<file path="config.mk">
export PLATFORM = sky130hd
export DESIGN_NAME = memory_arbiter
export DESIGN_NICKNAME = d
export VERILOG_FILES = /design/src/rtl/memory_arbiter.sv
export SDC_FILE = /design/constraint.sdc
export NUM_CORES = 1
export LEC_CHECK = 0
export ABC_CLOCK_PERIOD_IN_PS = 2250
export CELL_PAD_IN_SITES_DETAIL_PLACEMENT = 1
export CELL_PAD_IN_SITES_GLOBAL_PLACEMENT = 1
export CORE_ASPECT_RATIO = 1.5
export CORE_MARGIN = 4
export CORE_UTILIZATION = 30
export CTS_CLUSTER_DIAMETER = 120
export CTS_CLUSTER_SIZE = 8
export DETAILED_ROUTE_END_ITERATION = 7
export HOLD_SLACK_MARGIN = 0.05
export PLACE_DENSITY = 0.78
export SYNTH_ARGS = -nofsm -noshare
export SYNTH_HDL_FRONTEND = slang
export SYNTH_SLANG_ARGS = --single-unit
</file>
<file path="constraint.sdc">
create_clock -name CLK -period 2.25 [get_ports CLK]
set_clock_uncertainty 0.15 [all_clocks]
set_input_delay 0.675 -clock CLK [delete_from_list [all_inputs] [get_ports CLK]]
set_output_delay 0.675 -clock CLK [all_outputs]
set_load 0.01 [all_outputs]
</file>
<file path="src/rtl/memory_arbiter.sv">
// Memory arbiter: shares one single-ported RAM between an icache and a dcache,
// one transaction at a time, with dcache priority bounded by a fairness counter.
module memory_arbiter #(
    parameter int TIMEOUT    = 255,
    parameter int FAIR_LIMIT = 4
) (
    input  logic        CLK,
    input  logic        RST,
    input  logic        iREN,
    input  logic [31:0] iaddr,
    output logic        iwait,
    output logic [31:0] iload,
    input  logic        dREN,
    input  logic        dWEN,
    input  logic [31:0] daddr,
    input  logic [31:0] dstore,
    output logic        dwait,
    output logic [31:0] dload,
    output logic        ramREN,
    output logic        ramWEN,
    output logic [31:0] ramaddr,
    output logic [31:0] ramstore,
    input  logic [31:0] ramload,
    input  logic        ramrdy,
    output logic        err
);
    localparam int FW = $clog2(FAIR_LIMIT + 1);
    localparam int BW = $clog2(TIMEOUT + 1);
    localparam logic [FW-1:0] FAIR_MAX     = FW'(FAIR_LIMIT);
    localparam logic [BW-1:0] TIMEOUT_LAST = BW'(TIMEOUT - 1);

    typedef enum logic [2:0] {IDLE, IBUSY, DBUSY, IRESP, DRESP} state_t;

    state_t        state;
    logic [FW-1:0] fairCnt;
    logic [BW-1:0] busyCnt;
    logic          dReq;
    logic          grantI;

    assign dReq   = dREN | dWEN;
    assign grantI = iREN && (!dReq || fairCnt == FAIR_MAX);

    // ramaddr/ramstore double as the latched request registers; the strobes
    // are set on BUSY entry and cleared on the way out, so they are high
    // exactly while a BUSY state is held.
    always_ff @(posedge CLK) begin
        if (RST) begin
            state    <= IDLE;
            fairCnt  <= '0;
            busyCnt  <= '0;
            iwait    <= 1'b1;
            dwait    <= 1'b1;
            iload    <= '0;
            dload    <= '0;
            ramREN   <= 1'b0;
            ramWEN   <= 1'b0;
            ramaddr  <= '0;
            ramstore <= '0;
            err      <= 1'b0;
        end else begin
            case (state)
                IDLE: begin
                    if (grantI) begin
                        state    <= IBUSY;
                        ramaddr  <= iaddr;
                        ramstore <= '0;
                        ramREN   <= 1'b1;
                        busyCnt  <= '0;
                        fairCnt  <= '0;
                    end else if (dReq) begin
                        state    <= DBUSY;
                        ramaddr  <= daddr;
                        ramstore <= dstore;
                        ramREN   <= ~dWEN;
                        ramWEN   <= dWEN;
                        busyCnt  <= '0;
                        if (!iREN)
                            fairCnt <= '0;
                        else if (fairCnt != FAIR_MAX)
                            fairCnt <= fairCnt + 1'b1;
                    end
                end
                IBUSY, DBUSY: begin
                    // A timeout completes the transaction like a ramrdy, but
                    // with zero data and the sticky error flag raised.
                    if (ramrdy || busyCnt == TIMEOUT_LAST) begin
                        ramREN <= 1'b0;
                        ramWEN <= 1'b0;
                        if (!ramrdy)
                            err <= 1'b1;
                        if (state == IBUSY) begin
                            iload <= ramrdy ? ramload : '0;
                            iwait <= 1'b0;
                            state <= IRESP;
                        end else begin
                            if (!ramrdy)
                                dload <= '0;
                            else if (!ramWEN)
                                dload <= ramload;
                            dwait <= 1'b0;
                            state <= DRESP;
                        end
                    end else begin
                        busyCnt <= busyCnt + 1'b1;
                    end
                end
                IRESP: begin
                    iwait <= 1'b1;
                    state <= IDLE;
                end
                DRESP: begin
                    dwait <= 1'b1;
                    state <= IDLE;
                end
                default: state <= IDLE;
            endcase
        end
    end
endmodule

</file>
==> results_dict.tcl <==
set metrics [dict create \
    status "finished clean" \
    synth_fa_ha_area_share_pct 0.885 \
    cellLeakagePower_nw 3.56 \
    syn_inst 596 \
    crit_arrival_ns 1.33 \
    r2r_slack_ns 0.26 \
    syn_area_um2 5660 \
    worst_slew_pin_slew_ns 0.521 \
    post-cts-setup-buffers 0 \
    use_met2_pct 33.0 \
    setup_viol 0 \
    antenna_found_initial 0 \
    clkLatencyLatePin_ns 0.41 \
    syn_to_final_growth_pct 64.8 \
    holdBufCountCts 0 \
    worst_slack_ns 0.0911 \
    worst-path-buf-inv 1 \
    crit_slowest_cell "clkdlybuf4s50_1" \
    min_path_type "reg2reg" \
    async_flop_share_pct 0 \
    num_rows 61 \
    die_h_um 176 \
    overflow 0 \
    slew_viol_final 0 \
    holdCritStartpoint "dload[26]" \
    fin_hold_ws_ns 0.318 \
    drive_gt1_share_pct 8.50 \
    ios 267 \
    via_per_inst 4.91 \
    synth.most_common_cell "dfxtp_1" \
    synth-edff-count 0 \
    worst-path-max-fanout 2 \
    yosysTopAreaCellShare_pct 52.0 \
    syn-num-nets 734 \
    nets 996 \
    crit_required_ns 1.42 \
    ir_worst_vdd_v 0.000500 \
    synth_compound_area_share_pct 24.5 \
    synthSimpleGateAreaFrac_pct 11.3 \
    clkSlewWorstSetupHoldPaths_ns 0.06 \
    path_cells "clkdlybuf4s50_1" \
    synth-xor-area-share_pct 0.155 \
    synthTopCellsByArea "dfxtp_1 52%, mux2i_1 6.0%, a22o_1 5.1%" \
    rsz0062_at_grt "no" \
    die_area_um2 21200 \
    r2r-end "ramWEN" \
    synth_top_family_by_area "compound AO/OA/AOI/OAI gates" \
    max-cap-violations 0 \
    drc 0 \
    synth.mux.area_fraction_pct 6.02 \
    vias 5511 \
    totalWireLength_mm 19.4 \
    synth_warnings 0 \
    grt.total_usage_pct 18.0 \
    grt_max_degree 65 \
    r2r_cells 7 \
    ys_types 47 \
    grt_pass1_wl_mm 30.5 \
    powerDensity_nw_per_um2 744 \
    synthFlopType "dfxtp_1" \
    cts_buffers 17 \
    diodes 0 \
    first_iter_violations 266 \
    dp.cells 1091 \
    r2r-start "fairCnt[0]" \
    period_needed_ns 2.16 \
    cts.sinks 147 \
    core_um2 18500 \
    synthTopCellsByCount "147 x dfxtp_1, 73 x nor2_1, 43 x a21oi_1" \
    finalWeightedCongestion 0.767 \
    htreeDepth 4 \
    worstSetupPathType "reg2out" \
    dr.pass1.iters 6 \
    grt_busiest_layer "met2" \
    synth.avg_cell_area_um2 9.49 \
    whs_endpoint "dload[26]" \
    initial_utilization_pct 30.5 \
    final_hold_viol_count 0 \
    grt_pass1_vias 5761 \
    seq_area_frac_synth_pct 52.0 \
    tritoncts "built" \
    die_w_um 120 \
    synth.largest_area_cell "dfxtp_1" \
    hpwl_mm 14.2 \
    stdcell_count 1123 \
    wl_per_cell_um 17.2 \
    endpoint_kind "primary output" \
    placed_cell_area_um2 8740 \
    met1_usage_pct 19.4 \
    design_area_um2 9320 \
    place_ws_ns -0.192 \
    tns_ns 0 \
    ant_nets 0 \
    slew-limit-headroom_pct 65.1 \
    port_buffers 266 \
    ys_seq_elements 147 \
    max_freq_mhz 463 \
    min_path_cells 1 \
    crit_path_start "ramREN" \
    cp_top_family "buffers and inverters" \
    clockBufferDepth 2 \
    layout_worst_path_cycle_share_pct 96.0 \
    max_stage_delay_ns 0.58 \
    root_buffer "clkbuf_16" \
    grt_use_met3_pct 4.97 \
    cp-start-kind "flop" \
]
[worst reg2reg max path, stage by stage, from the launching register on]
cell and delay, ns:
dfxtp_1 0.37, inv_1 0.07, ha_1 0.21, and2_1 0.24, o21ai_4 0.28, buf_4 0.23, a32oi_1 0.12, o32ai_1 0.24
[sequential cells by signal, summed over array words and instances (netlist names)]
signal,count
busyCnt,8
ramaddr,32
ramWEN,1
ramstore,32
iload,32
iwait,1
err,1
ramREN,1
state,3
dwait,1
fairCnt,3
dload,32
[kinds of logic (layout without fill, tap and decap cells)]
group / after synthesis / after routing
flip-flops: 147 / 147
adder cells (fa/ha/maj): 4 / 4
XOR/XNOR: 1 / 1
multiplexers: 34 / 34
buffers and inverters: 62 / 337
AO/OA/AOI/OAI: 203 / 203
AND/OR/NAND/NOR: 145 / 145
[per-stage QoR]
stage | util, % | power [mW]
6_report | 50.2 | 6.93
5_1_grt | 50.2 | 7.27
4_1_cts | 50.2 | 7.04
3_5_place_dp | 47.1 | 4.25
3_3_place_gp | 47.1 | 4.22
2_1_floorplan | - | 3.46
[how the worst max path moves through the flow]
stage          slack (ns)  cells after the start        to
2_1_floorplan        0.27                      6  state[1]
3_3_place_gp        -0.24                      5  state[0]
3_5_place_dp        -0.19                      6  state[1]
4_1_cts             0.005                      1    ramWEN
5_1_grt              0.02                      1    ramREN
6_report             0.09                      1    ramREN
[cells in the final DEF (no fill, tap or decap), types with 5 or more instances in the layout]
cell,synthesis,layout
clkdlybuf4s50_1,0,264
dfxtp_1,147,147
nor2_1,73,72
a21oi_1,43,41
nand2_1,38,38
o21ai_0,38,37
mux2i_1,34,34
a22o_1,33,33
a211oi_1,32,32
a22oi_1,32,32
buf_4,3,21
clkbuf_16,0,17
inv_1,10,10
buf_12,0,9
nor3_1,5,5
nand2b_1,5,5
clkinvlp_4,0,5
[area by class of cell]
| class | count | area [um^2] |
|---|---|---|
| tap | 252 | 315 |
| clock buffer | 19 | 453 |
| fill | 2047 | 9230 |
| sequential | 147 | 2940 |
| clock inverter | 13 | 124 |
| timing repair buffer | 295 | 2990 |
| multi-input combinational | 387 | 2450 |
| inverter | 10 | 37.5 |
[layer usage]
metal / vias up / part of all wire, %
met1: 2628 / 39
met3: 29 / 6.0
met4: 0 / 2.9
met5: - / 0
li1: 2686 / -
met2: 168 / 53
[power by group]
part	leakage, nW	switching [mW]	internal [mW]
clock	0.270	1.16	1.60
sequential	1.20	0.100	2.78
combinational	2.09	0.576	0.720
[timing repair]
item,CTS,global route
endpoints found under the hold margin,0,0
endpoints found under the setup margin,0,1
gates resized for setup,0,1
Note: power is estimated with default switching activity, not from simulation.
